`config.mk`:
```
export PLATFORM = sky130hd
export DESIGN_NAME = lv_efuse_load_ctrl
export DESIGN_NICKNAME = d
export VERILOG_FILES = /design/src/rtl/lv_efuse_load_ctrl_pkg.sv /design/src/rtl/lv_efuse_chk.sv /design/src/rtl/lv_efuse_load_ctrl.sv
export SDC_FILE = /design/constraint.sdc
export NUM_CORES = 1
export LEC_CHECK = 0
export ABC_AREA = 1
export CORE_UTILIZATION = 45
export CTS_CLUSTER_DIAMETER = 60
export DETAILED_ROUTE_END_ITERATION = 8
export PLACE_DENSITY = 0.75
export RECOVER_POWER = 100
export SLEW_MARGIN = 0
export SYNTH_ARGS = -nofsm -noshare
export SYNTH_HDL_FRONTEND = slang
export SYNTH_HIERARCHICAL = 1
export SYNTH_SLANG_ARGS = --single-unit
```
`constraint.sdc`:
```
create_clock -name i_clk -period 1.4 [get_ports i_clk]
set_input_delay 0.42 -clock i_clk [delete_from_list [all_inputs] [get_ports i_clk]]
set_output_delay 0.42 -clock i_clk [all_outputs]
set_load 0.01 [all_outputs]
```
`src/rtl/lv_efuse_load_ctrl_pkg.sv`:
```
// lv_efuse_load_ctrl_pkg: shared LV efuse types and default geometry, so the
// load controller and the LV register bank agree on word count and widths.
package lv_efuse_load_ctrl_pkg;

  localparam int LV_EFUSE_ADDR_W      = 4;
  localparam int LV_EFUSE_DATA_W      = 8;
  localparam int LV_EFUSE_WORD_NUM    = 16;
  localparam int LV_EFUSE_RD_WAIT_CYC = 4;

  // Index of the trailing XOR checksum word; all lower words are data
  localparam int LV_EFUSE_CHK_IDX = LV_EFUSE_WORD_NUM - 1;

  typedef enum logic [1:0] {
    EFUSE_IDLE = 2'd0,
    EFUSE_RD   = 2'd1,
    EFUSE_WR   = 2'd2,
    EFUSE_DONE = 2'd3
  } efuse_state_e;

endpackage

```
`src/rtl/lv_efuse_chk.sv`:
```
// lv_efuse_chk: running XOR of the efuse data words plus a "some word was
// nonzero" tracker; the compare against the checksum word is combinational.
module lv_efuse_chk
  import lv_efuse_load_ctrl_pkg::*;
#(
  parameter int DATA_W = LV_EFUSE_DATA_W
) (
  input  logic              clk_i,
  input  logic              rst_ni,
  input  logic              clr_i,
  input  logic              acc_en_i,
  input  logic [DATA_W-1:0] data_i,
  output logic              sum_ok_o,
  output logic              nonzero_o
);

  logic [DATA_W-1:0] acc_q, acc_d;
  logic              nz_q, nz_d;

  // Clear at the start of every pass, otherwise fold in each data word
  always_comb begin
    acc_d = acc_q;
    nz_d  = nz_q;
    if (clr_i) begin
      acc_d = '0;
      nz_d  = 1'b0;
    end else if (acc_en_i) begin
      acc_d = acc_q ^ data_i;
      nz_d  = nz_q | (|data_i);
    end
  end

  // Accumulator state, wiped by the asynchronous reset
  always_ff @(posedge clk_i or negedge rst_ni) begin
    if (!rst_ni) begin
      acc_q <= '0;
      nz_q  <= 1'b0;
    end else begin
      acc_q <= acc_d;
      nz_q  <= nz_d;
    end
  end

  assign sum_ok_o  = (acc_q == data_i);
  assign nonzero_o = nz_q;

endmodule

```
`src/rtl/lv_efuse_load_ctrl.sv`:
```
// lv_efuse_load_ctrl: on a request from the LV control FSM, reads every efuse
// word, writes the data words into the LV register bank and validates the
// trailing XOR checksum word. An all-zero efuse is reported invalid.
// Build macro LV_EFUSE_RETRY_EN: a checksum mismatch on the first pass
// triggers one complete re-read; validity then reflects the second pass.
module lv_efuse_load_ctrl
  import lv_efuse_load_ctrl_pkg::*;
#(
  parameter int EFUSE_ADDR_W   = LV_EFUSE_ADDR_W,
  parameter int EFUSE_DATA_W   = LV_EFUSE_DATA_W,
  parameter int EFUSE_WORD_NUM = LV_EFUSE_WORD_NUM,
  parameter int RD_WAIT_CYC    = LV_EFUSE_RD_WAIT_CYC
) (
  input  logic                    i_clk,
  input  logic                    i_rst_n,
  input  logic                    i_efuse_load_req,
  output logic                    o_efuse_load_done,
  output logic                    o_efuse_busy,
  output logic                    o_efuse_rd_en,
  output logic [EFUSE_ADDR_W-1:0] o_efuse_addr,
  input  logic [EFUSE_DATA_W-1:0] i_efuse_rdata,
  output logic                    o_reg_wr_en,
  output logic [EFUSE_ADDR_W-1:0] o_reg_wr_addr,
  output logic [EFUSE_DATA_W-1:0] o_reg_wr_data,
  output logic                    o_efuse_vld
);

  localparam int WAIT_W = (RD_WAIT_CYC > 1) ? $clog2(RD_WAIT_CYC) : 1;
  localparam logic [EFUSE_ADDR_W-1:0] LAST_IDX  = EFUSE_ADDR_W'(EFUSE_WORD_NUM - 1);
  localparam logic [WAIT_W-1:0]       LAST_WAIT = WAIT_W'(RD_WAIT_CYC - 1);

  efuse_state_e            state_q, state_d;
  logic                    arm_q, arm_d;
  logic [EFUSE_ADDR_W-1:0] idx_q, idx_d;
  logic [WAIT_W-1:0]       wait_q, wait_d;
  logic [EFUSE_DATA_W-1:0] word_q, word_d;
  logic                    vld_q, vld_d;

  logic                    rd_en_q, rd_en_d;
  logic [EFUSE_ADDR_W-1:0] addr_q, addr_d;
  logic                    wr_en_q, wr_en_d;
  logic [EFUSE_ADDR_W-1:0] wr_addr_q, wr_addr_d;
  logic [EFUSE_DATA_W-1:0] wr_data_q, wr_data_d;
  logic                    done_q, done_d;

  logic start, rd_last, is_last_word, last_wr, retry_now;
  logic sum_ok, nonzero;

  assign start        = (state_q == EFUSE_IDLE) && i_efuse_load_req && arm_q;
  assign rd_last      = (state_q == EFUSE_RD) && (wait_q == LAST_WAIT);
  assign is_last_word = (idx_q == LAST_IDX);
  assign last_wr      = (state_q == EFUSE_WR) && is_last_word;

`ifdef LV_EFUSE_RETRY_EN
  logic retried_q;

  // Remember that this load has already spent its single retry pass
  always_ff @(posedge i_clk or negedge i_rst_n) begin
    if (!i_rst_n) begin
      retried_q <= 1'b0;
    end else if (start) begin
      retried_q <= 1'b0;
    end else if (retry_now) begin
      retried_q <= 1'b1;
    end
  end

  assign retry_now = last_wr && !sum_ok && !retried_q;
`else
  assign retry_now = 1'b0;
`endif

  lv_efuse_chk #(
    .DATA_W (EFUSE_DATA_W)
  ) u_chk (
    .clk_i     (i_clk),
    .rst_ni    (i_rst_n),
    .clr_i     (start | retry_now),
    .acc_en_i  ((state_q == EFUSE_WR) && !is_last_word),
    .data_i    (word_q),
    .sum_ok_o  (sum_ok),
    .nonzero_o (nonzero)
  );

  // FSM state register
  always_ff @(posedge i_clk or negedge i_rst_n) begin
    if (!i_rst_n) begin
      state_q <= EFUSE_IDLE;
    end else begin
      state_q <= state_d;
    end
  end

  // FSM next state: one RD window then one WR cycle per word, then DONE
  always_comb begin
    state_d = state_q;
    unique case (state_q)
      EFUSE_IDLE: if (start) state_d = EFUSE_RD;
      EFUSE_RD:   if (rd_last) state_d = EFUSE_WR;
      EFUSE_WR: begin
        if (!is_last_word || retry_now) begin
          state_d = EFUSE_RD;
        end else begin
          state_d = EFUSE_DONE;
        end
      end
      EFUSE_DONE: state_d = EFUSE_IDLE;
      default:    state_d = EFUSE_IDLE;
    endcase
  end

  // FSM outputs, computed one cycle ahead so every strobe leaves a flop
  always_comb begin
    rd_en_d   = (state_d == EFUSE_RD);
    addr_d    = rd_en_d ? idx_d : '0;
    wr_en_d   = rd_last && !is_last_word;
    wr_addr_d = wr_en_d ? idx_q : '0;
    wr_data_d = wr_en_d ? i_efuse_rdata : '0;
    done_d    = (state_d == EFUSE_DONE);
  end

  // Datapath next state: arm flag, word index, wait counter, capture, validity
  always_comb begin
    arm_d  = arm_q;
    idx_d  = idx_q;
    wait_d = wait_q;
    word_d = word_q;
    vld_d  = vld_q;
    if ((state_q == EFUSE_IDLE) && !i_efuse_load_req) begin
      arm_d = 1'b1;
    end
    if (start) begin
      arm_d  = 1'b0;
      vld_d  = 1'b0;
      idx_d  = '0;
      wait_d = '0;
    end
    if (state_q == EFUSE_RD) begin
      if (rd_last) begin
        wait_d = '0;
        word_d = i_efuse_rdata;
      end else begin
        wait_d = wait_q + WAIT_W'(1);
      end
    end
    if (state_q == EFUSE_WR) begin
      if (!is_last_word) begin
        idx_d = idx_q + EFUSE_ADDR_W'(1);
      end else if (retry_now) begin
        idx_d = '0;
      end else begin
        vld_d = sum_ok && nonzero;
      end
    end
  end

  // Datapath and output registers; arm is the only flop that resets to 1
  always_ff @(posedge i_clk or negedge i_rst_n) begin
    if (!i_rst_n) begin
      arm_q     <= 1'b1;
      idx_q     <= '0;
      wait_q    <= '0;
      word_q    <= '0;
      vld_q     <= 1'b0;
      rd_en_q   <= 1'b0;
      addr_q    <= '0;
      wr_en_q   <= 1'b0;
      wr_addr_q <= '0;
      wr_data_q <= '0;
      done_q    <= 1'b0;
    end else begin
      arm_q     <= arm_d;
      idx_q     <= idx_d;
      wait_q    <= wait_d;
      word_q    <= word_d;
      vld_q     <= vld_d;
      rd_en_q   <= rd_en_d;
      addr_q    <= addr_d;
      wr_en_q   <= wr_en_d;
      wr_addr_q <= wr_addr_d;
      wr_data_q <= wr_data_d;
      done_q    <= done_d;
    end
  end

  assign o_efuse_busy      = (state_q == EFUSE_RD) || (state_q == EFUSE_WR);
  assign o_efuse_load_done = done_q;
  assign o_efuse_rd_en     = rd_en_q;
  assign o_efuse_addr      = addr_q;
  assign o_reg_wr_en       = wr_en_q;
  assign o_reg_wr_addr     = wr_addr_q;
  assign o_reg_wr_data     = wr_data_q;
  assign o_efuse_vld       = vld_q;

endmodule

```
; Word-level counts from Yosys, hierarchy flattened
; Index checks and enable logic that the tools add are counted.
[totals]
mem_bits_ro = 0
n_memories = 0
wordCells = 64
out_inout_bits = 21
register_bits = 46
ramBits = 0
latchBits = 0
in_bits = 11
[op_classes]
n_mux = 22
n_reduce_logical = 16
shift = 0
magnitude_cmp = 0
eq_ne = 8
bitwise = 2
n_mul = 0
add_sub_neg = 2
div_mod_pow = 0
[ops]
columns = cell, count
row1 = $mux W8, 3
row2 = $mux W4, 5
row3 = $mux W2, 6
row4 = $eq A2 B2 Y1 const B, 4
row5 = $eq A8 B8 Y1, 1
row6 = $pmux W2 S4, 1
row7 = $reduce_or A8 Y1, 1
row8 = $xor A8 B8 Y8, 1
row9 = $logic_and A1 B1 Y1, 7
row10 = $mux W1, 7
row11 = $reduce_bool A2 Y1, 3
row12 = $add A4 B1 Y4 const B, 1
row13 = $eq A2 B1 Y1 const B, 2
row14 = $eq A4 B4 Y1 const B, 1
row15 = $add A2 B1 Y2 const B, 1
row16 = $logic_not A1 Y1, 2
row17 = $logic_not A2 Y1, 1
row18 = $reduce_and A2 Y1, 1
row19 = $logic_or A1 B1 Y1, 1
row20 = $or A1 B1 Y1, 1

; Depth between registers and ports, before layout
; Gate-level depths: netlist (run 1).
[depth]
ltp_word = 7
depth_mapped = 10
mapped_depth_nobuf = 9

; Hierarchy
; The synthesis (run 1) kept the hierarchy.
[by_module_without_submodules]
columns = mod, seq_area_each_um2, area_per_inst_um2, n_inst, cells_per_inst
row1 = lv_efuse_load_ctrl, 927.1, 1514.0, 1, 162
row2 = lv_efuse_chk, 225.2, 473.0, 1, 58

; Worst setup path after synthesis (run 1)
; No wires, ideal clock.
[synth_timing]
kind = reg2reg
from = register state_q[0]
to = register u_chk.acc_q[0]
arrival_time_ns = 1.389
required_ns = 1.283
synth_period_minus_slack_ns = 1.506
stages_incl_launch_ff = 10
setup_time_ns = 0.117
n_path_buf = 1
path_slack_ns = -0.106
cell_sequence = dfrtp_1 -> inv_1 -> ha_1 -> nand3_1 -> buf_2 -> inv_1 -> nor2_4 -> inv_4 -> nand3_1 -> nand2_1
[synth_via]
elab_chain_len = 4
word_cells_on_any_way = 7
classes_between = eq/ne: 1 / mux: 1 / reduce/logical: 5
[synth_rtl]
columns = element, line_no
row1 = start: declaration, lv_efuse_load_ctrl.sv:32  ; efuse_state_e state_q, state_d;
row2 = start signal: assignment, lv_efuse_load_ctrl.sv:90  ; state_q <= state_d;
row3 = $logic_not A2 Y1 *, lv_efuse_load_ctrl.sv:49  ; assign start = (state_q == EFUSE_IDLE) && i_efuse_load_req && arm_q;
row4 = $logic_and A1 B1 Y1 * (2 in series), lv_efuse_load_ctrl.sv:49
row5 = net start, lv_efuse_load_ctrl.sv:46  ; logic start, rd_last, is_last_word, last_wr, retry_now;
row6 = $mux W8 or $reduce_bool A2 Y1 (tied branches), n/a
row7 = end signal: assignment, lv_efuse_chk.sv:36  ; acc_q <= '0;
row8 = end signal: assignment, lv_efuse_chk.sv:39  ; acc_q <= acc_d;
row9 = end: declaration, lv_efuse_chk.sv:17  ; logic [DATA_W-1:0] acc_q, acc_d;
; The timed path passes the listed nets; every way through them passes the cells marked *.
; A chain may end at the register's enable or synchronous reset.

; Worst setup path after layout (run 1)
[layout_timing]
from = register state_q[0]
to = output o_efuse_busy
[layout_via]
elab_chain_len = 2
word_cells_on_any_way = 3
classes_between = eq/ne: 2 / reduce/logical: 1
[layout_rtl]
columns = element, line_no
row1 = $eq A2 B1 Y1 or $eq A2 B2 Y1 (tied branches), lv_efuse_load_ctrl.sv:186  ; assign o_efuse_busy = (state_q == EFUSE_RD) || (state_q == EFUSE_WR);
row2 = $logic_or A1 B1 Y1 *, lv_efuse_load_ctrl.sv:186
row3 = end: declaration, lv_efuse_load_ctrl.sv:18  ; output logic o_efuse_busy,
; Every way passes the cells marked *; elsewhere a longest branch is shown, timed or not.

==> impl_metrics.py, run 1 <==
metrics = {
    "finish": {
        "final_core_util_pct": 66.3,
        "drive_gt1_share_pct": 22.4,
        "final_cells": 331,
        "area_growth_pct": 37.3,
        "num_antenna_cells": 0,
        "nNetsFinal": 298,
    },
    "synthesis": {
        "yosys-top-cells-area": "dfrtp_1 57%, nand2_1 13%, nor2_1 5.3%",
        "synth_area_mm2": 0.00199,
        "yosys_warnings": 6,
        "syn_area_per_cell_um2": 9.03,
        "yosys.cell_types.count": 24,
        "netlist_instances": 220,
        "yosys.area.top_type": "dfrtp_1",
        "synth_fp_nets": 237,
        "synth_top_area_share_pct": 56.7,
        "synth_seq_cells": 46,
        "synth-seq-area-share_pct": 58.0,
    },
    "status": {
        "failed_checks": "negative setup slack",
        "outcome": "complete, but fails checks",
    },
    "clocking": {
        "clk_pin_slew_ns": 0.08,
        "worstSkewPairLatency_ns": 0.29,
        "root_buffer": "clkbuf_8",
        "cts.sink_count": 46,
        "ctsHtreeMaxLevel": 2,
        "cts_buffers": 5,
        "cts_tree": "built",
        "cts_max_path_buffers": 2,
    },
    "sta": {
        "whs_ns": 0.491,
        "timing.slew.headroom_pct": 60.8,
        "tightestPinTransition_ns": 0.588,
        "rsz0062_at_grt": "yes",
        "setup_ws_ns": -0.110,
        "setup_viol": 6,
        "final.setup.tns_ns": -0.141,
        "skew_ns": 0.00833,
        "fmaxAchievable_ghz": 0.662,
        "hold_viol": 0,
        "min_period_ns": 1.51,
        "finalCritPeriodShare_pct": 108,
        "drv_slew": 0,
    },
    "power_and_ir_drop": {
        "p_seq_share_pct": 41.6,
        "p_comb_share_pct": 43.4,
        "power.density_mw_per_mm2": 1820,
        "leakagePower_nw": 1.46,
        "swShare_pct": 37.8,
        "pwr-share-clk_pct": 15.0,
        "p_int_mw": 3.08,
        "p_sw_mw": 1.87,
        "vdd_drop_max_mv": 1.04,
    },
    "floorplan": {
        "die_w_um": 68.5,
        "core-area_mm2": 0.00412,
        "die_y_um": 68.5,
        "rows": 23,
        "ios": 32,
        "start_util_pct": 48.3,
        "dieArea_mm2": 0.00469,
    },
    "route": {
        "detailedRoute.firstPassIterationCount": 4,
        "drc": 0,
        "wl_um": 4080,
        "via_count": 1584,
        "drt_iter0_drc": 108,
        "ant_nets": 0,
        "wl_per_cell_um": 12.3,
        "vias_per_cell": 4.79,
    },
    "critical_path": {
        "critical_path_required_ns": 0.98,
        "crit_fanout": 2,
        "crit_chain": "inv_2 > ha_4 > buf_6",
        "slowest_delay_ns": 0.41,
        "endpoint_kind": "output pin",
        "cp-start-kind": "register",
        "worstSetupPathType": "register to output pin",
        "arrival_ns": 1.09,
        "slowest_stage": "dfrtp_1",
    },
    "global_route": {
        "grt_max_degree": 38,
        "grt.overflow.total": 0,
        "grt_pass1_wl_um": 6650,
        "grt_pass1_vias": 1487,
        "antenna_found_initial": 0,
        "grtUsageTotal_pct": 20.0,
    },
    "placed_design": {
        "port_buffers": 31,
        "place_inst": 321,
        "place_congestion": 0.782,
        "dp_hpwl_um": 2890,
    },
    "job": {
        "maxCapViolations": 0,
    },
    "min_path": {
        "min_path_type": "register to register",
    },
}
-- path summary, 6_finish.rpt --
kind | startpoint | endpoint | slack [ns] | depth (start not counted)
setup / recovery | state_q[0]$_DFF_PN0_ | o_efuse_busy | -0.11 | 3
hold / removal | wait_q[0]$_DFFE_PN0P_ | wait_q[0]$_DFFE_PN0P_ | 0.49 | 1
setup reg to reg | state_q[0]$_DFF_PN0_ | o_efuse_addr[0]$_DFF_PN0_ | -0.01 | 9
hold reg to reg | wait_q[0]$_DFFE_PN0P_ | wait_q[0]$_DFFE_PN0P_ | 0.49 | 1
max in group asynchronous | i_rst_n | arm_q$_DFFE_PN1P_ | 0.12 | 3
min in group asynchronous | i_rst_n | o_reg_wr_data[6]$_DFF_PN0_ | 0.64 | 2
-- layout make-up --
type | instances | area, um2
repair buffers | 57 | 510
multi-input cells | 148 | 827
inverters | 23 | 98.8
fillers | 328 | 1390
flip-flops and latches | 46 | 1150
well taps | 50 | 62.6
clock buffers | 7 | 76.3
-- cells by family (layout without fill, tap and decap cells) --
kind of cell,Yosys count,count (layout),synth area share [%]
flip-flops,46,46,58.0
AO/OA/AOI/OAI,16,16,4.34
adder cells (fa/ha/maj),6,6,3.78
buffers and inverters,26,87,5.48
XOR/XNOR,8,8,3.53
AND/OR/NAND/NOR,118,118,24.9
-- critical path: cells and delay by family, from the launching register on --
family / cells / cell delay, ns
fa+ha+maj: 1 / 0.20
buf+inv: 2 / 0.20
flops: 1 / 0.41
-- synthesized netlist by cell type, drive strengths merged --
library cell,count
nand2,72
ha,6
dfstp,1
o31ai,1
clkinv,1
nand3,15
xor2,4
buf,3
a21oi,10
nor2,29
xnor2,4
dfrtp,45
nand4,2
inv,22
o21ai,5
-- cell usage in the layout, fill, tap and decap left out, types with 5 or more instances in the layout --
cell type	n
clkdlybuf4s50_1	9
inv_1	15
clkbuf_8	5
nand3_1	12
nand2_1	62
dfrtp_1	45
nor2_1	25
buf_4	22
nand2_2	6
dlygate4sd2_1	17
o21ai_1	5
a21oi_1	8
-- power by group through the flow --
| stage | clock (mW) | combinational (mW) | sequential, mW |
|---|---|---|---|
| after floorplan | 0 | 1.18 | 2.06 |
| after global placement | 0 | 1.90 | 2.06 |
| after detailed placement | 0 | 1.94 | 2.07 |
| after CTS | 0.757 | 1.99 | 2.05 |
| after global routing | 0.820 | 2.42 | 2.11 |
| final | 0.745 | 2.15 | 2.06 |
-- per-layer routing --
metal	up-vias	GRT usage [%]	wire length (um)
met5	-	0	0
met4	0	8.59	29
met3	2	4.33	153
met2	37	32.0	1980
met1	746	26.0	1920
li1	799	-	-
-- what timing repair did --
item	4_1_cts	5_1_grt
gates resized for setup	32	26
pin swaps	2	4
setup buffers	2	0
hold buffers	1	0
endpoints found under the hold margin	9	0
endpoints found under the setup margin	39	40
-- through the flow --
stage | setup slack, ns | power [mW] | cell area, um2
floorplan | 0.00569 | 3.24 | 2000
global placement | -0.281 | 3.96 | 2530
detailed placement | -0.337 | 4.02 | 2530
CTS | -0.135 | 4.80 | 2630
global route | -0.143 | 5.34 | 2730
finish | -0.110 | 4.96 | 2730
-- registers in the layout, indices dropped and copies added (netlist names) --
register           flops
arm_q                  1
idx_q                  4
o_efuse_addr           4
o_efuse_load_done      1
o_efuse_rd_en          1
o_efuse_vld            1
o_reg_wr_addr          4
o_reg_wr_data          8
o_reg_wr_en            1
state_q                2
u_chk/acc_q            8
u_chk/nonzero_o        1
wait_q                 2
word_q                 8
Note: power is estimated with default switching activity, not from simulation.
==> run 2, diff against run 1 <==
--- a/config.mk
+++ b/config.mk
@@ -6,10 +6,12 @@
 export NUM_CORES = 1
 export LEC_CHECK = 0
 export ABC_AREA = 1
-export CORE_UTILIZATION = 45
+export CELL_PAD_IN_SITES_DETAIL_PLACEMENT = 0
+export CELL_PAD_IN_SITES_GLOBAL_PLACEMENT = 1
+export CORE_UTILIZATION = 36
 export CTS_CLUSTER_DIAMETER = 60
 export DETAILED_ROUTE_END_ITERATION = 8
-export PLACE_DENSITY = 0.75
+export PLACE_DENSITY = 0.78
 export RECOVER_POWER = 100
 export SLEW_MARGIN = 0
 export SYNTH_ARGS = -nofsm -noshare
==> run 2 against run 1 <==
Effect of this change: clock power hardly changed; sequential power hardly changed; largest cell class unchanged; critical endpoint unchanged; wire length is 0.49% higher; highest routed layer unchanged; count of clock-buffer cells in the layout is 1 lower; register-to-register slack hardly changed; non-clock buffer count is 3 higher; via count is 0.44% higher; clock skew is 0.0046 ns lower; setup slack better by 0.0028 ns; the flow still finishes with violations (negative setup slack); first-iteration DRC count is 13% lower; combinational power is 2% higher.
==> impl_metrics.py, run 2 (synthesized netlist as in run 1, its figures left out) <==
metrics = {
    "power_and_ir_drop": {
        "vdd_drop_max_mv": 1.03,
        "leakagePower_nw": 1.47,
        "power.density_mw_per_mm2": 1820,
    },
    "route": {
        "detailedRoute.firstPassIterationCount": 4,
        "drc": 0,
        "drt_iter0_drc": 94,
        "via_count": 1591,
        "wl_um": 4100,
        "wl_per_cell_um": 11.5,
        "vias_per_cell": 4.48,
        "ant_nets": 0,
    },
    "sta": {
        "setup_ws_ns": -0.107,
        "hold_viol": 0,
        "finalCritPeriodShare_pct": 108,
        "whs_ns": 0.415,
        "skew_ns": 0.00369,
        "setup_viol": 2,
        "timing.slew.headroom_pct": 25.5,
        "tightestPinTransition_ns": 1.12,
        "drv_slew": 0,
        "rsz0062_at_grt": "yes",
        "fmaxAchievable_ghz": 0.663,
        "min_period_ns": 1.51,
    },
    "global_route": {
        "grt_pass1_vias": 1535,
        "grt.overflow.total": 0,
        "antenna_found_initial": 0,
        "grt_max_degree": 47,
        "grt_pass1_wl_um": 7020,
        "grtUsageTotal_pct": 15.3,
    },
    "critical_path": {
        "cp-start-kind": "register",
        "arrival_ns": 1.09,
        "endpoint_kind": "output pin",
        "worstSetupPathType": "register to output pin",
        "crit_fanout": 2,
        "reg2regPathDepth": 9,
        "critPathCapture": "o_efuse_busy",
        "crit_path_start": "state_q[1]$_DFF_PN0_",
        "critical_path_required_ns": 0.98,
        "r2r-end": "o_efuse_load_done$_DFF_PN0_",
        "regToRegSetupSlack_ns": -0.01,
        "reg2reg_from": "state_q[1]$_DFF_PN0_",
    },
    "placed_design": {
        "port_buffers": 31,
        "placed_area_mm2": 0.00257,
        "place_congestion": 0.760,
        "dp_hpwl_um": 2880,
    },
    "clocking": {
        "clk_pin_slew_ns": 0.08,
        "hold_buffers": 0,
        "worstSkewPairLatency_ns": 0.29,
        "cts.sink_count": 46,
        "cts_max_path_buffers": 2,
        "cts_buffers": 5,
        "cts_tree": "built",
        "root_buffer": "clkbuf_8",
        "ctsHtreeMaxLevel": 2,
    },
    "finish": {
        "nNetsFinal": 302,
        "drive_gt1_share_pct": 23.2,
        "final_core_util_pct": 52.7,
        "layout_commonest_cell": "nand2_1",
        "area_growth_pct": 38.0,
        "num_antenna_cells": 0,
        "fin_area_mm2": 0.00274,
        "mostFrequentLayoutCells": "63 x nand2_1, 45 x dfrtp_1, 28 x nor2_1",
    },
    "floorplan": {
        "dieArea_mm2": 0.00582,
        "rows": 26,
        "core-area_mm2": 0.00520,
        "die_w_um": 76.3,
        "die_y_um": 76.3,
        "start_util_pct": 38.2,
        "ios": 32,
    },
    "min_path": {
        "min_path_type": "input port to async pin",
    },
    "status": {
        "failed_checks": "negative setup slack",
        "outcome": "complete, but fails checks",
    },
    "job": {
        "maxCapViolations": 0,
    },
}
-- run 2: power breakdown --
group	leakage, nW	switching, mW	internal, mW
Combinational	0.822	1.15	1.03
Sequential	0.607	0.301	1.74
Clock	0.0373	0.405	0.342
-- run 2: worst min path at each step --
stage,startpoint,end,slack [ns],depth (start not counted)
after floorplan,i_rst_n,idx_q[0]$_DFF_PN0_,0.12,0
after global placement,i_rst_n,u_chk/acc_q[6]$_DFFE_PN0P_,0.42,2
after detailed placement,i_rst_n,u_chk/acc_q[6]$_DFFE_PN0P_,0.42,2
after CTS,i_rst_n,u_chk/acc_q[6]$_DFFE_PN0P_,0.09,2
after global routing,i_efuse_load_req,arm_q$_DFFE_PN1P_,0.45,2
final,i_rst_n,u_chk/acc_q[7]$_DFFE_PN0P_,0.41,2
-- run 2: worst max-delay path, stage by stage, from the launching register on --
cell	delay [ns]
dfrtp_1	0.39
inv_2	0.09
ha_4	0.20
buf_6	0.11
-- run 2: per-layer routing --
layer	part of all wire (%)	GRT usage, %	vias up
met5	0	0	-
met4	0.88	5.19	0
met3	5.3	5.03	4
met2	49	24.7	37
met1	45	19.3	737
li1	-	-	813
-- run 2: what timing repair did --
action / 4_1_cts / 5_1_grt
endpoints found under the setup margin: 52 / 23
setup buffers: 4 / 0
cloned: 0 / 1
endpoints found under the hold margin: 0 / 0
resized for setup: 33 / 22
pin swaps: 3 / 5
-- run 2: cell type report --
cell class | count | area (um2)
fill | 506 | 2460
sequential | 46 | 1150
multi-input combinational | 149 | 816
timing repair buffer | 60 | 512
inverter | 23 | 95.1
tap | 70 | 87.6
clock buffer | 6 | 72.6
clock inverter | 1 | 7.51
-- run 2: per-stage QoR --
step	setup WS [ns]	power, mW	setup TNS [ns]	std cells
global placement	-0.356	4.03	-7.19	343
detailed placement	-0.389	4.06	-7.67	343
global route	-0.141	5.43	-0.799	355
finish	-0.107	4.98	-0.113	355
floorplan	0.00569	3.24	0	220
CTS	-0.139	4.88	-0.139	354
==> run 3, diff against run 2 <==
--- a/config.mk
+++ b/config.mk
@@ -8,6 +8,7 @@
 export ABC_AREA = 1
 export CELL_PAD_IN_SITES_DETAIL_PLACEMENT = 0
 export CELL_PAD_IN_SITES_GLOBAL_PLACEMENT = 1
+export CORE_ASPECT_RATIO = 1.4
 export CORE_UTILIZATION = 36
 export CTS_CLUSTER_DIAMETER = 60
 export DETAILED_ROUTE_END_ITERATION = 8
==> run 3 against run 2 <==
Effect of this change: the flow still finishes with violations (negative setup slack); critical endpoint unchanged; wire length rose by 6.4%; final area increased by 3.1%; sequential share of layout area is 1.3 points lower; non-clock buffer count grew 3; highest routed layer unchanged; die area barely moved; register-to-register slack worse by 0.02 ns; clock power rose by 21%; hold slack better by 0.074 ns.
==> impl_metrics.py, run 3 (synthesized netlist as in run 1, its figures left out) <==
metrics = {
    "status": {
        "outcome": "complete, but fails checks",
        "failed_checks": "negative setup slack",
    },
    "critical_path": {
        "slowest_delay_ns": 0.41,
        "worstSetupPathType": "register to output pin",
        "arrival_ns": 1.11,
        "crit_chain": "inv_2 > ha_4 > buf_6",
        "endpoint_kind": "output pin",
        "cp-start-kind": "register",
        "crit_buf_inv": 2,
        "cp_top_family": "flip-flops",
        "crit_fanout": 2,
        "slowest_stage": "dfrtp_1",
        "critical_path_required_ns": 0.98,
    },
    "route": {
        "vias_per_cell": 4.52,
        "wl_um": 4360,
        "drt_iter0_drc": 42,
        "wl_per_cell_um": 12.3,
        "detailedRoute.firstPassIterationCount": 6,
        "via_count": 1601,
        "drc": 0,
        "ant_nets": 0,
    },
    "clocking": {
        "cts_buffers": 5,
        "ctsHtreeMaxLevel": 2,
        "cts_max_path_buffers": 2,
        "root_buffer": "clkbuf_8",
        "clk_pin_slew_ns": 0.09,
        "cts_tree": "built",
        "worstSkewPairLatency_ns": 0.30,
        "cts.sink_count": 46,
    },
    "floorplan": {
        "die_y_um": 89.9,
        "core-area_mm2": 0.00524,
        "start_util_pct": 37.9,
        "ios": 32,
        "dieArea_mm2": 0.00582,
        "rows": 31,
        "die_w_um": 64.8,
    },
    "finish": {
        "nFillCells": 524,
        "register_area_mm2": 0.00115,
        "multi_input_area_um2": 847,
        "mostFrequentLayoutCells": "58 x nand2_1, 45 x dfrtp_1, 28 x buf_4",
        "layout_commonest_cell": "nand2_1",
        "nNetsFinal": 304,
        "area_growth_pct": 42.3,
        "num_antenna_cells": 0,
        "drive_gt1_share_pct": 27.1,
    },
    "sta": {
        "setup_ws_ns": -0.128,
        "drv_slew": 0,
        "final.setup.tns_ns": -0.154,
        "setup_viol": 2,
        "timing.slew.headroom_pct": 64.3,
        "hold_viol": 0,
        "rsz0062_at_grt": "yes",
        "fmaxAchievable_ghz": 0.654,
        "finalCritPeriodShare_pct": 109,
        "skew_ns": 0.00519,
        "min_period_ns": 1.53,
        "tightestPinTransition_ns": 0.535,
    },
    "placed_design": {
        "place_ws_ns": -0.243,
        "port_buffers": 31,
        "dp_hpwl_um": 3130,
        "place_congestion": 0.826,
    },
    "global_route": {
        "grt.overflow.total": 0,
        "grt_pass1_vias": 1652,
        "antenna_found_initial": 0,
        "grt_pass1_wl_um": 7510,
        "grtUsageTotal_pct": 17.0,
        "grt_max_degree": 20,
    },
    "job": {
        "maxCapViolations": 0,
    },
    "min_path": {
        "min_path_type": "register to register",
    },
    "power_and_ir_drop": {
        "vdd_drop_max_mv": 1.09,
        "leakagePower_nw": 1.48,
        "power.density_mw_per_mm2": 1830,
    },
}
run 3: cell types whose count changed in the layout (fill, tap and decap cells not counted), sizes merged:
cell and change:
clkdlybuf4s15 +5, dlygate4sd2 -4, buf +2, clkdlybuf4s50 +1, clkinv +1, clkinvlp -1
dlygate4sd3 +1, dlymetal6s2s -1, nand3 -1
run 3: path summary, 6_finish.rpt:
kind / from / endpoint / slack, ns / cells after the start
worst max-delay path: state_q[0]$_DFF_PN0_ / o_efuse_busy / -0.13 / 3
worst min-delay path: wait_q[0]$_DFFE_PN0P_ / wait_q[0]$_DFFE_PN0P_ / 0.49 / 1
worst max register to register: state_q[0]$_DFF_PN0_ / o_efuse_load_done$_DFF_PN0_ / -0.03 / 9
worst min register to register: wait_q[0]$_DFFE_PN0P_ / wait_q[0]$_DFFE_PN0P_ / 0.49 / 1
max in group asynchronous: i_rst_n / arm_q$_DFFE_PN1P_ / 0.07 / 3
min in group asynchronous: i_rst_n / o_reg_wr_addr[0]$_DFF_PN0_ / 0.61 / 2
run 3: repair_timing:
action                                  4_1_cts  5_1_grt
setup buffers                                 3        0
endpoints found under the hold margin         9        0
hold buffers                                  1        0
gates cloned                                  0        0
gates resized for setup                      41       28
endpoints found under the setup margin       59       38
pin swaps                                     5        2
run 3: per-stage QoR:
step / utilization, % / hold WS [ns] / total power, mW / cell area (um2) / std cells
final: 54.0 / 0.489 / 5.18 / 2830 / 354
after global routing: 54.0 / 0.515 / 5.64 / 2830 / 354
after CTS: 52.7 / 0.494 / 5.08 / 2760 / 354
after detailed placement: 49.6 / 0.319 / 4.10 / 2600 / 342
after global placement: 49.6 / 0.318 / 4.09 / 2600 / 342
after floorplan: - / 0.124 / 3.24 / 2000 / 220
run 3: metal layers:
metal | global-route usage, % | vias up | routed length [um]
met5 | 0 | - | 0
met4 | 5.56 | 0 | 39
met3 | 3.93 | 4 | 157
met2 | 30.4 | 29 | 2370
met1 | 19.3 | 751 | 1800
li1 | - | 817 | -
run 3: final cells by class:
type	count	share of cell area [%]
clock inverters	1	0.310
repair buffers	63	19.3
well taps	66	2.92
clock buffers	7	3.41
multi-input cells	148	30.0
inverters	23	3.36
flip-flops and latches	46	40.8
run 3: worst register-to-register path: cells and delay by family, from the launching register on:
family          cells  cell delay [ns]
compound gates      1             0.08
flops               1             0.41
buf+inv             4             0.48
fa+ha+maj           1             0.15
simple gates        3             0.24
run 3: power breakdown:
group | internal [mW] | leakage [nW] | total [mW] | switching, mW
Sequential | 1.74 | 0.607 | 2.07 | 0.325
Clock | 0.453 | 0.0544 | 0.903 | 0.450
Combinational | 1.05 | 0.815 | 2.21 | 1.16
